File: config.mk
export PLATFORM = sky130hd
export DESIGN_NAME = irq_ctrl
export DESIGN_NICKNAME = d
export VERILOG_FILES = /design/src/rtl/irq_ctrl.sv
export SDC_FILE = /design/constraint.sdc
export NUM_CORES = 1
export LEC_CHECK = 0
export BUFFER_PORTS_ARGS = -buffer_cell sky130_fd_sc_hd__buf_2
export CAP_MARGIN = 5
export CORE_AREA = 10 10 76 78
export CTS_CLUSTER_SIZE = 28
export DETAILED_ROUTE_END_ITERATION = 16
export DIE_AREA = 0 0 86 88
export GPL_ROUTABILITY_DRIVEN = 0
export GPL_TIMING_DRIVEN = 0
export PLACE_DENSITY = 0.81
export SYNTH_ARGS = -nofsm -noshare
export SYNTH_HDL_FRONTEND = slang
export SYNTH_SLANG_ARGS = --single-unit
File: constraint.sdc
create_clock -name clk -period 2.8 [get_ports clk]
set_input_delay 0.14 -clock clk [delete_from_list [all_inputs] [get_ports clk]]
set_output_delay 0.14 -clock clk [all_outputs]
set_load 0.005 [all_outputs]
File: src/rtl/irq_ctrl.sv
// Interrupt controller: synchronizes eight external lines plus a fault source,
// keeps PEND/MASK/EDGE registers and runs the IDLE/REQ/SERVICE handshake with the CPU.
module irq_ctrl #(
    parameter int SYNC_STAGES = 2
) (
    input  logic       clk,
    input  logic       rst_n,
    input  logic [7:0] irq_src,
    input  logic       fault,
    input  logic       ack,
    input  logic       iret,
    input  logic       reg_we,
    input  logic [1:0] reg_sel,
    input  logic [7:0] reg_wdata,
    output logic [7:0] reg_rdata,
    output logic       irq_req,
    output logic [7:0] irq_vec,
    output logic [2:0] cause
);

    typedef enum logic [1:0] {
        IDLE    = 2'd0,
        REQ     = 2'd1,
        SERVICE = 2'd2
    } state_t;

    state_t state, state_nxt;

    logic [SYNC_STAGES-1:0][7:0] sync_q;
    logic [7:0] sync, sync_prev, rise;
    logic [7:0] pend, pend_nxt, mask, edge_q, edge_type;
    logic [7:0] active, set_ev, w1c, take_clr;
    logic [2:0] top_idx;
    logic       take;

    // sync_q[0] is the newest sample; the last stage feeds everything else.
    always_ff @(posedge clk or negedge rst_n) begin
        if (!rst_n) begin
            sync_q    <= '0;
            sync_prev <= '0;
        end else begin
            sync_q    <= {sync_q[SYNC_STAGES-2:0], irq_src};
            sync_prev <= sync;
        end
    end

    assign sync   = sync_q[SYNC_STAGES-1];
    assign rise   = sync & ~sync_prev;
    assign active = pend & mask;
    assign irq_vec = active;

    always_comb begin
        top_idx = '0;
        for (int i = 7; i >= 0; i--)
            if (active[i]) top_idx = 3'(i);
    end

    assign take      = (state == REQ) && ack && (active != 8'h00);
    assign edge_type = edge_q | 8'h01;
    assign set_ev    = rise | {7'b0, fault};
    assign w1c       = (reg_we && reg_sel == 2'd0) ? reg_wdata : 8'h00;
    assign take_clr  = take ? (8'h01 << top_idx) : 8'h00;

    // Set events beat clears on edge bits; level bits just mirror the line.
    assign pend_nxt = (edge_type & (set_ev | (pend & ~(w1c | take_clr))))
                    | (~edge_type & sync);

    always_ff @(posedge clk or negedge rst_n) begin
        if (!rst_n) begin
            pend   <= 8'h00;
            mask   <= 8'h01;
            edge_q <= 8'hFF;
            cause  <= 3'd0;
        end else begin
            pend <= pend_nxt;
            if (reg_we && reg_sel == 2'd1) mask   <= reg_wdata;
            if (reg_we && reg_sel == 2'd2) edge_q <= reg_wdata;
            if (take) cause <= top_idx;
        end
    end

    always_comb begin
        state_nxt = state;
        case (state)
            IDLE:    if (active != 8'h00) state_nxt = REQ;
            REQ: begin
                if (take)                  state_nxt = SERVICE;
                else if (active == 8'h00)  state_nxt = IDLE;
            end
            SERVICE: if (iret) state_nxt = IDLE;
            default: state_nxt = IDLE;
        endcase
    end

    always_ff @(posedge clk or negedge rst_n) begin
        if (!rst_n) begin
            state     <= IDLE;
            irq_req   <= 1'b0;
            reg_rdata <= 8'h00;
        end else begin
            state   <= state_nxt;
            irq_req <= (state_nxt == REQ);
            case (reg_sel)
                2'd0:    reg_rdata <= pend;
                2'd1:    reg_rdata <= mask;
                2'd2:    reg_rdata <= edge_q;
                default: reg_rdata <= {state, 3'b000, cause};
            endcase
        end
    end

endmodule

# After elaboration in Yosys (flattened, before gate mapping)
# Cells that the tools add are included.
# totals
regBits,62
input_bits,24
elab_cells,53
# op_classes
eq_ne,5
n_shift,1
n_mux,16
bitwise,12
reduce_logical,9
# op_table
operator,n
8-bit bitwise AND,5
3-bit two-way mux,8
8-bit inverter,3
8-bit OR,3
8-bit case mux with 3 select lines,1
8-bit two-way mux,2
8-bit logical NOT,1
2-bit two-way mux,4
8-bit by 1-bit OR with 8-bit output,1
8-bit nonzero test,1
1-bit by 3-bit left shift with 8-bit output (first input constant),1
2-bit by 1-bit == test with 1-bit output (second input constant),3
2-bit case mux with 3 select lines,1
1-bit logical AND,5
2-bit == test (second input constant),2
2-bit logical NOT,2

# Depth between registers and ports, before layout
# Gate-level depths: netlist of the first run.
# depth
word_depth,17
depth_mapped,5
ltp_nobuf,5

# Worst setup path before layout of the first run
# Ideal clock, no wire load.
# synth_timing
path_kind,register to register
from,reg mask[4]
to,reg cause[0]
arrival_ns,1.213
t_required_ns,2.678
setup_slack_ns,1.465
path_stages_with_launch,5
path_buffers,0
period_less_slack_ns,1.335
path_cell_list,dfrtp_1 > a22o_1 > or3_4 > o211ai_1 > o2bb2ai_1
# synth_via
elab_chain_len,6
word_cells_on_any_way,8
classes_between,mux (5); bitwise (1); reduce/logical (2)
# synth_lines
item,line_no,source
"start, declared",31,"logic [7:0] pend, pend_nxt, mask, edge_q, edge_type;"
"start signal, assigned",76,if (reg_we && reg_sel == 2'd1) mask <= reg_wdata;
8-bit bitwise AND (*),49,assign active = pend & mask;
3-bit two-way mux (5 in a row),55,if (active[i]) top_idx = 3'(i);
"end signal, assigned",78,if (take) cause <= top_idx;
"end, declared",18,output logic [2:0] cause
# Mark *: on every way between the ends. The rest lies on a longest branch, timed or not.
# A chain may end at the register's enable or synchronous reset.

# Worst setup path after layout of the first run
# layout_timing
from,reg mask[3]
to,reg pend[7]
# layout_via
elab_chain_len,13
word_cells_on_any_way,15
classes_between,shift (1); mux (5); bitwise (7); reduce/logical (2)
# layout_lines
item,line_no,source
8-bit bitwise AND (*),49,
3-bit two-way mux (4 in a row),55,
1-bit by 3-bit left shift with 8-bit output,62,assign take_clr = take ? (8'h01 << top_idx) : 8'h00;
8-bit two-way mux (*),62,
8-bit OR (*),65,assign pend_nxt = (edge_type & (set_ev | (pend & ~(w1c | take_clr))))
8-bit inverter (*),65,
8-bit bitwise AND (*),65,
8-bit OR (*),65,
8-bit bitwise AND (*),65,
8-bit OR (*),66,| (~edge_type & sync);
net pend_nxt[7],31,
"end signal, assigned",75,pend <= pend_nxt;
"end, declared",31,
# The timed path passes the listed nets; every way through them passes the cells marked *.

==> impl_metrics.ini, run 1 <==
[outcome]
run_status = finished clean

[yosys]
synth_adder_area_share = 0
ys_dominant_reg_cell = dfrtp_1
synth.cells.most_frequent = 53 x dfrtp_1, 29 x nand2_1, 16 x mux2_2
synth_compound_area_frac = 0.0998
ys_warn_count = 0
synthMuxAreaShare = 0.133
syn_area_sq_um = 2430
netlist.top_cell.by_area = dfrtp_1
yosys.area.top_type_share = 0.546
synthesis.nets = 203
post_synth_main_area_contributors = dfrtp_1 55%, dfstp_2 9.7%, mux2_2 7.4%
ys_types = 35
synth-seq-cells = 62
post_synth_xor_area_fraction = 0
synth_top_family_by_area = multiplexers
postSynthCellCount = 179
syn-mean-instance-area_sq_um = 13.6
synth_seq_area_share = 0.643
synth_simple_gate_area_frac = 0.109
synth_async_reset_ratio = 1.00
synth-edff-count = 0
synthMostInstantiatedCell = dfrtp_1

[global_routing]
grt_antenna_before_repair = 0
grt_pass1_wl_microns = 8150
overflow = 0
grt_max_degree = 63
via_count_of_the_first_global_routing_pass = 1731
track_usage = 0.140

[die]
core_area_sq_um = 4290
die_area_sq_um = 7570
die_width_microns = 86
initial_core_util = 0.566
die_h_microns = 88
row_count = 24
num_io_pins = 44

[clock_network]
cts_buffers = 9
clock_latency_at_the_later_pin_of_the_worst_skew_pair_ns = 0.33
clockRootBuffer = clkbuf_8
clock-sinks = 62
tritoncts_clock_tree = yes
hold_buffers = 9
cts_post_setup_buffers_inserted = 0
cts.clk_slew.worst_paths_ns = 0.06
post_cts_repair_resize_count = 0
cts_max_path_bufs = 2
htree_levels = 3

[worst_setup_path]
required_ns = 3.00
critical_path.startpoint_type = flip-flop
crit_path_top_delay_cell = dfrtp_1
critPathCaptureType = flip-flop
cp_peak_stage_delay_ns = 0.42
worst_path_dominant_cell_family = compound AO/OA/AOI/OAI gates
cp_data_arrival_time_ns = 1.77
critical_path_cell_list = a22oi_1, nand2_2, nor4b_2, a22oi_1
path_common_cell = a22oi_1
path_max_fanout = 5
setup_cp_type = reg2reg
critical_path.n_buffers_inverters = 0

[sta]
tns_ns = 0
worst_clock_skew_on_the_final_layout_ns = 0.00392
timing.final.hold_violations = 0
period_minus_slack_ns = 1.57
worst_pin_slew_ns = 0.741
slew-limit-headroom = 0.506
post-route-period-util = 0.561
timing_max_transition_violations_final = 0
layout_setup_ws_ns = 1.23
finalSetupViolations = 0
fin_worst_hold_slack_ns = 0.0260
rsz_0062_raised_after_global_routing = no
achievable-frequency_mhz = 636

[routing]
dr_total_vias = 1648
detail_route.vias_per_cell = 5.49
route.detailed.wl_per_inst_microns = 16.6
drt_first_iter_violations = 144
routed_wirelength_microns = 4990
postRouteAntennaNets = 0
drcViolationCount = 0
drt_first_pass_iters = 4

[pwr]
vdd_ir_drop_max_mv = 0.379
cellLeakagePower_nw = 1.38
power_per_standard_cell_area_nw_per_um2 = 787

[final_layout]
fillers = 310
antenna-diode-count = 0
post_route_cells_drive_above_1_share = 0.375
area_overhead_of_the_layout_relative_to_synthesis_pct = 22.4
final_nets = 267
finalNonFillerCells = 300
finalInstanceArea_sq_um = 2980

[placed_design]
post-place-ws_ns = 1.25
placed_cells_incl_taps = 274
portBuffers = 43
post-dp-hpwl_microns = 3590
dpl_cell_area_sq_um = 2710

[job]
max_cap_violations = 0

[worst_hold_path]
hold_path_class = in2reg
## cells in the final DEF (no fill, tap or decap), types with 2 or more instances in the layout
cell | synthesis | layout
nand3b_1 | 2 | 2
dlygate4sd3_1 | 0 | 10
a22o_1 | 4 | 4
mux2_2 | 16 | 16
mux2i_1 | 3 | 3
nor2_1 | 2 | 2
a21oi_1 | 10 | 10
a221o_1 | 2 | 2
dfstp_2 | 9 | 9
nand3_1 | 4 | 4
clkbuf_8 | 0 | 10
buf_4 | 2 | 3
nand2_1 | 29 | 29
and2_1 | 4 | 4
buf_2 | 1 | 43
inv_1 | 5 | 5
a211oi_1 | 2 | 2
mux4_2 | 5 | 5
clkbuf_1 | 0 | 5
a22oi_1 | 6 | 6
dfrtp_1 | 53 | 53
o21ai_0 | 4 | 4
## report_power, final
group / internal, mW / switching, mW
clock: 0.345 / 0.302
sequential: 1.07 / 0.121
combinational: 0.256 / 0.247
## state kept, by name (all words and copies together) (netlist names), 2 cells and up
signal     flops
cause          3
edge_q         8
mask           8
pend           8
reg_rdata      8
state          2
sync           8
sync_prev      8
sync_q         8
## cells by family after synthesis
logic type / Yosys count
compound gates: 35
mux: 24
simple gates: 50
buf+inv: 8
flops: 62
## worst reg2reg max path, delay by kind of cell, from the launching register on
kind | cells | cell delay [ns]
DFF | 1 | 0.42
AOI/OAI and AO/OA | 2 | 0.52
and+or+nand+nor | 2 | 0.50
## stage by stage
step | util | power [mW]
2_1_floorplan | - | 1.48
3_3_place_gp | 0.631 | 1.68
3_5_place_dp | 0.631 | 1.70
4_1_cts | 0.690 | 2.37
5_1_grt | 0.693 | 2.48
6_report | 0.693 | 2.34
## path summary, 6_finish.rpt
kind | startpoint | endpoint | slack [ns] | cells after the start
worst max-delay path | mask[3]$_DFFE_PN0P_ | pend[7]$_DFF_PN0_ | 1.23 | 4
worst min-delay path | ack | irq_req$_DFF_PN0_ | 0.03 | 2
worst max register to register | mask[3]$_DFFE_PN0P_ | pend[7]$_DFF_PN0_ | 1.23 | 4
worst min register to register | sync_q[6]$_DFF_PN0_ | sync[6]$_DFF_PN0_ | 0.35 | 0
max in group asynchronous | rst_n | pend[1]$_DFF_PN0_ | 1.89 | 2
min in group asynchronous | rst_n | irq_req$_DFF_PN0_ | 0.41 | 2
## layer usage
metal  wire length, microns  global-route usage  vias up
li1                       -                   -      776
met1                   2080               0.160      806
met2                   2420               0.216       53
met3                    365              0.0678       13
met4                    132              0.0689        0
met5                      0                   0        -
## cell type report
cell class / instances / area, sq um / area share
flip-flops and latches: 62 / 1560 / 0.525
multi-input cells: 109 / 830 / 0.279
repair buffers: 53 / 318 / 0.107
clock buffers: 15 / 156 / 0.0526
well taps: 52 / 65.1 / 0.0219
plain buffers: 3 / 20.0 / 0.00673
inverters: 5 / 18.8 / 0.00631
clock inverters: 1 / 5.00 / 0.00168
Power figures use the tool's default switching activity.
==> run 2, diff against run 1 <==
CORE_AREA = 10 10 79 81   (was 10 10 76 78)
DIE_AREA = 0 0 89 91   (was 0 0 86 88)
PLACE_DENSITY = 0.75   (was 0.81)
clock period = 1.5 ns   (was 2.8 ns; I/O delays follow)
==> run 2 against run 1 <==
  * First-iteration DRC count decreased by 20%
  * Critical path depth up 1
  * Wire length increased by 11%
  * Combinational power up 100%
  * Fmax grew 6.3%
  * Cell count rose by 3.3%
  * Die area grew 7.0%
  * Global-route usage shrank 0.25 points
  * Utilization shrank 2.9 points
  * Hold slack got worse by 0.016 ns
==> impl_metrics.ini, run 2 (synthesis results as in run 1) <==
[sta]
achievable-frequency_mhz = 676
slew-limit-headroom = 0.493
worst_pin_slew_ns = 0.761
layout_setup_ws_ns = 0.0217
timing_max_transition_violations_final = 0
timing.final.hold_violations = 0
period_minus_slack_ns = 1.48
post-route-period-util = 0.986
worst_clock_skew_on_the_final_layout_ns = 0.00861
tns_ns = 0
rsz_0062_raised_after_global_routing = yes
finalSetupViolations = 0

[worst_setup_path]
rr_endpoint = pend[5]$_DFF_PN0_
required_ns = 1.72
critical_path.n_buffers_inverters = 1
startpoint = state[1]$_DFF_PN0_
cp_peak_stage_delay_ns = 0.42
worst_r2r_path_depth = 5
crit_path_top_delay_cell = dfrtp_1
startpoint_of_the_lowest_slack_register_to_register_path = state[1]$_DFF_PN0_
worst_path_dominant_cell_family = simple AND/OR/NAND/NOR gates
path_max_fanout = 10
timing.reg2reg.setup_slack_ns = 0.02
critPathCaptureType = flip-flop
critical_path.startpoint_type = flip-flop
cp_data_arrival_time_ns = 1.70
setup_cp_type = reg2reg
critical_path_cell_list = and3b_2, buf_6, nand4_1, nand3b_1, a22o_1

[placed_design]
placed_cells_incl_taps = 276
portBuffers = 43
post-place-ws_ns = -0.0588
post-dp-hpwl_microns = 3670

[global_routing]
grt_max_degree = 63
track_usage = 0.138
via_count_of_the_first_global_routing_pass = 1725
overflow = 0
grt_pass1_wl_microns = 8430
grt_antenna_before_repair = 0

[clock_network]
clockRootBuffer = clkbuf_8
cts_max_path_bufs = 2
cts_buffers = 9
htree_levels = 3
cts.clk_slew.worst_paths_ns = 0.06
tritoncts_clock_tree = yes
clock_latency_at_the_later_pin_of_the_worst_skew_pair_ns = 0.34
clock-sinks = 62

[routing]
drt_first_iter_violations = 115
dr_total_vias = 1685
detail_route.vias_per_cell = 5.44
drt_first_pass_iters = 4
route.detailed.wl_per_inst_microns = 17.8
drcViolationCount = 0
postRouteAntennaNets = 0
routed_wirelength_microns = 5530

[pwr]
cellLeakagePower_nw = 1.43
switchingPower_mw = 1.32
clock_power_share = 0.275
vdd_ir_drop_max_mv = 0.707
p_sw_frac = 0.294
internal_dissipation_mw = 3.17
power_per_standard_cell_area_nw_per_um2 = 1450
seqPwrFrac = 0.498
comb_power_share = 0.227
power_mw = 4.49

[die]
row_count = 25
core_area_sq_um = 4660
initial_core_util = 0.522
num_io_pins = 44
die_area_sq_um = 8100
die_width_microns = 89
die_h_microns = 91

[final_layout]
post_route_cells_drive_above_1_share = 0.391
final_nets = 275
postLayoutCoreUtil = 0.664
fillers = 357
finalNonFillerCells = 310
mostFrequentLayoutCell = dfrtp_1
area_overhead_of_the_layout_relative_to_synthesis_pct = 27.2
layout_common_cells = 53 x dfrtp_1, 43 x buf_2, 29 x nand2_1
antenna-diode-count = 0

[worst_hold_path]
hold_path_class = in2reg
holdPathStages = 2
min_from = reg_wdata[1]
whs_endpoint = mask[1]$_DFFE_PN0P_

[outcome]
run_status = finished clean

[job]
max_cap_violations = 0
run 2: metrics by stage:
| step | hold WS [ns] | area [sq um] |
|---|---|---|
| 2_1_floorplan | -0.221 | 2430 |
| 3_3_place_gp | 0.183 | 2710 |
| 3_5_place_dp | 0.185 | 2710 |
| 4_1_cts | 0.00146 | 3040 |
| 5_1_grt | 0.00239 | 3090 |
| 6_report | 0.0103 | 3090 |
run 2: worst max path at each step:
stage / slack (ns) / depth (start not counted) / endpoint
after floorplan: 0.16 / 4 / cause[0]$_DFFE_PN0P_
after global placement: -0.02 / 4 / pend[7]$_DFF_PN0_
after detailed placement: -0.06 / 4 / pend[7]$_DFF_PN0_
after CTS: 0.02 / 5 / pend[5]$_DFF_PN0_
after global routing: -0.06 / 5 / pend[5]$_DFF_PN0_
final: 0.02 / 5 / pend[5]$_DFF_PN0_
run 2: final cells by class:
type | instances | area (sq um) | area share
clock buffers | 14 | 153 | 0.0494
plain buffers | 3 | 23.8 | 0.00769
repair buffers | 61 | 395 | 0.128
inverters | 5 | 18.8 | 0.00607
well taps | 54 | 67.6 | 0.0218
flip-flops and latches | 62 | 1560 | 0.505
multi-input cells | 109 | 862 | 0.279
clock inverters | 2 | 10.0 | 0.00324
run 2: power groups by stage:
stage               Combinational, mW  Clock, mW  Sequential [mW]
detailed placement              0.928          0             2.25
global placement                0.900          0             2.24
CTS                             0.970       1.26             2.23
floorplan                       0.569          0             2.20
finish                           1.02       1.23             2.24
global route                     1.11       1.35             2.28
run 2: what timing repair did:
action / in CTS / in global routing
cloned: 0 / 0
resized for setup: 3 / 5
endpoints found under the setup margin: 3 / 3
hold buffers: 15 / 2
endpoints found under the hold margin: 18 / 54
setup buffers: 0 / 1
run 2: layer usage:
metal / part of all wire / track usage
met5: 0 / 0
met4: 0.015 / 0.0557
met3: 0.058 / 0.0545
met2: 0.50 / 0.221
met1: 0.43 / 0.160
run 2: worst reg2reg max path, stage by stage, from the launching register on:
cell	delay, ns
dfrtp_1	0.42
and3b_2	0.27
buf_6	0.14
nand4_1	0.10
nand3b_1	0.21
a22o_1	0.23
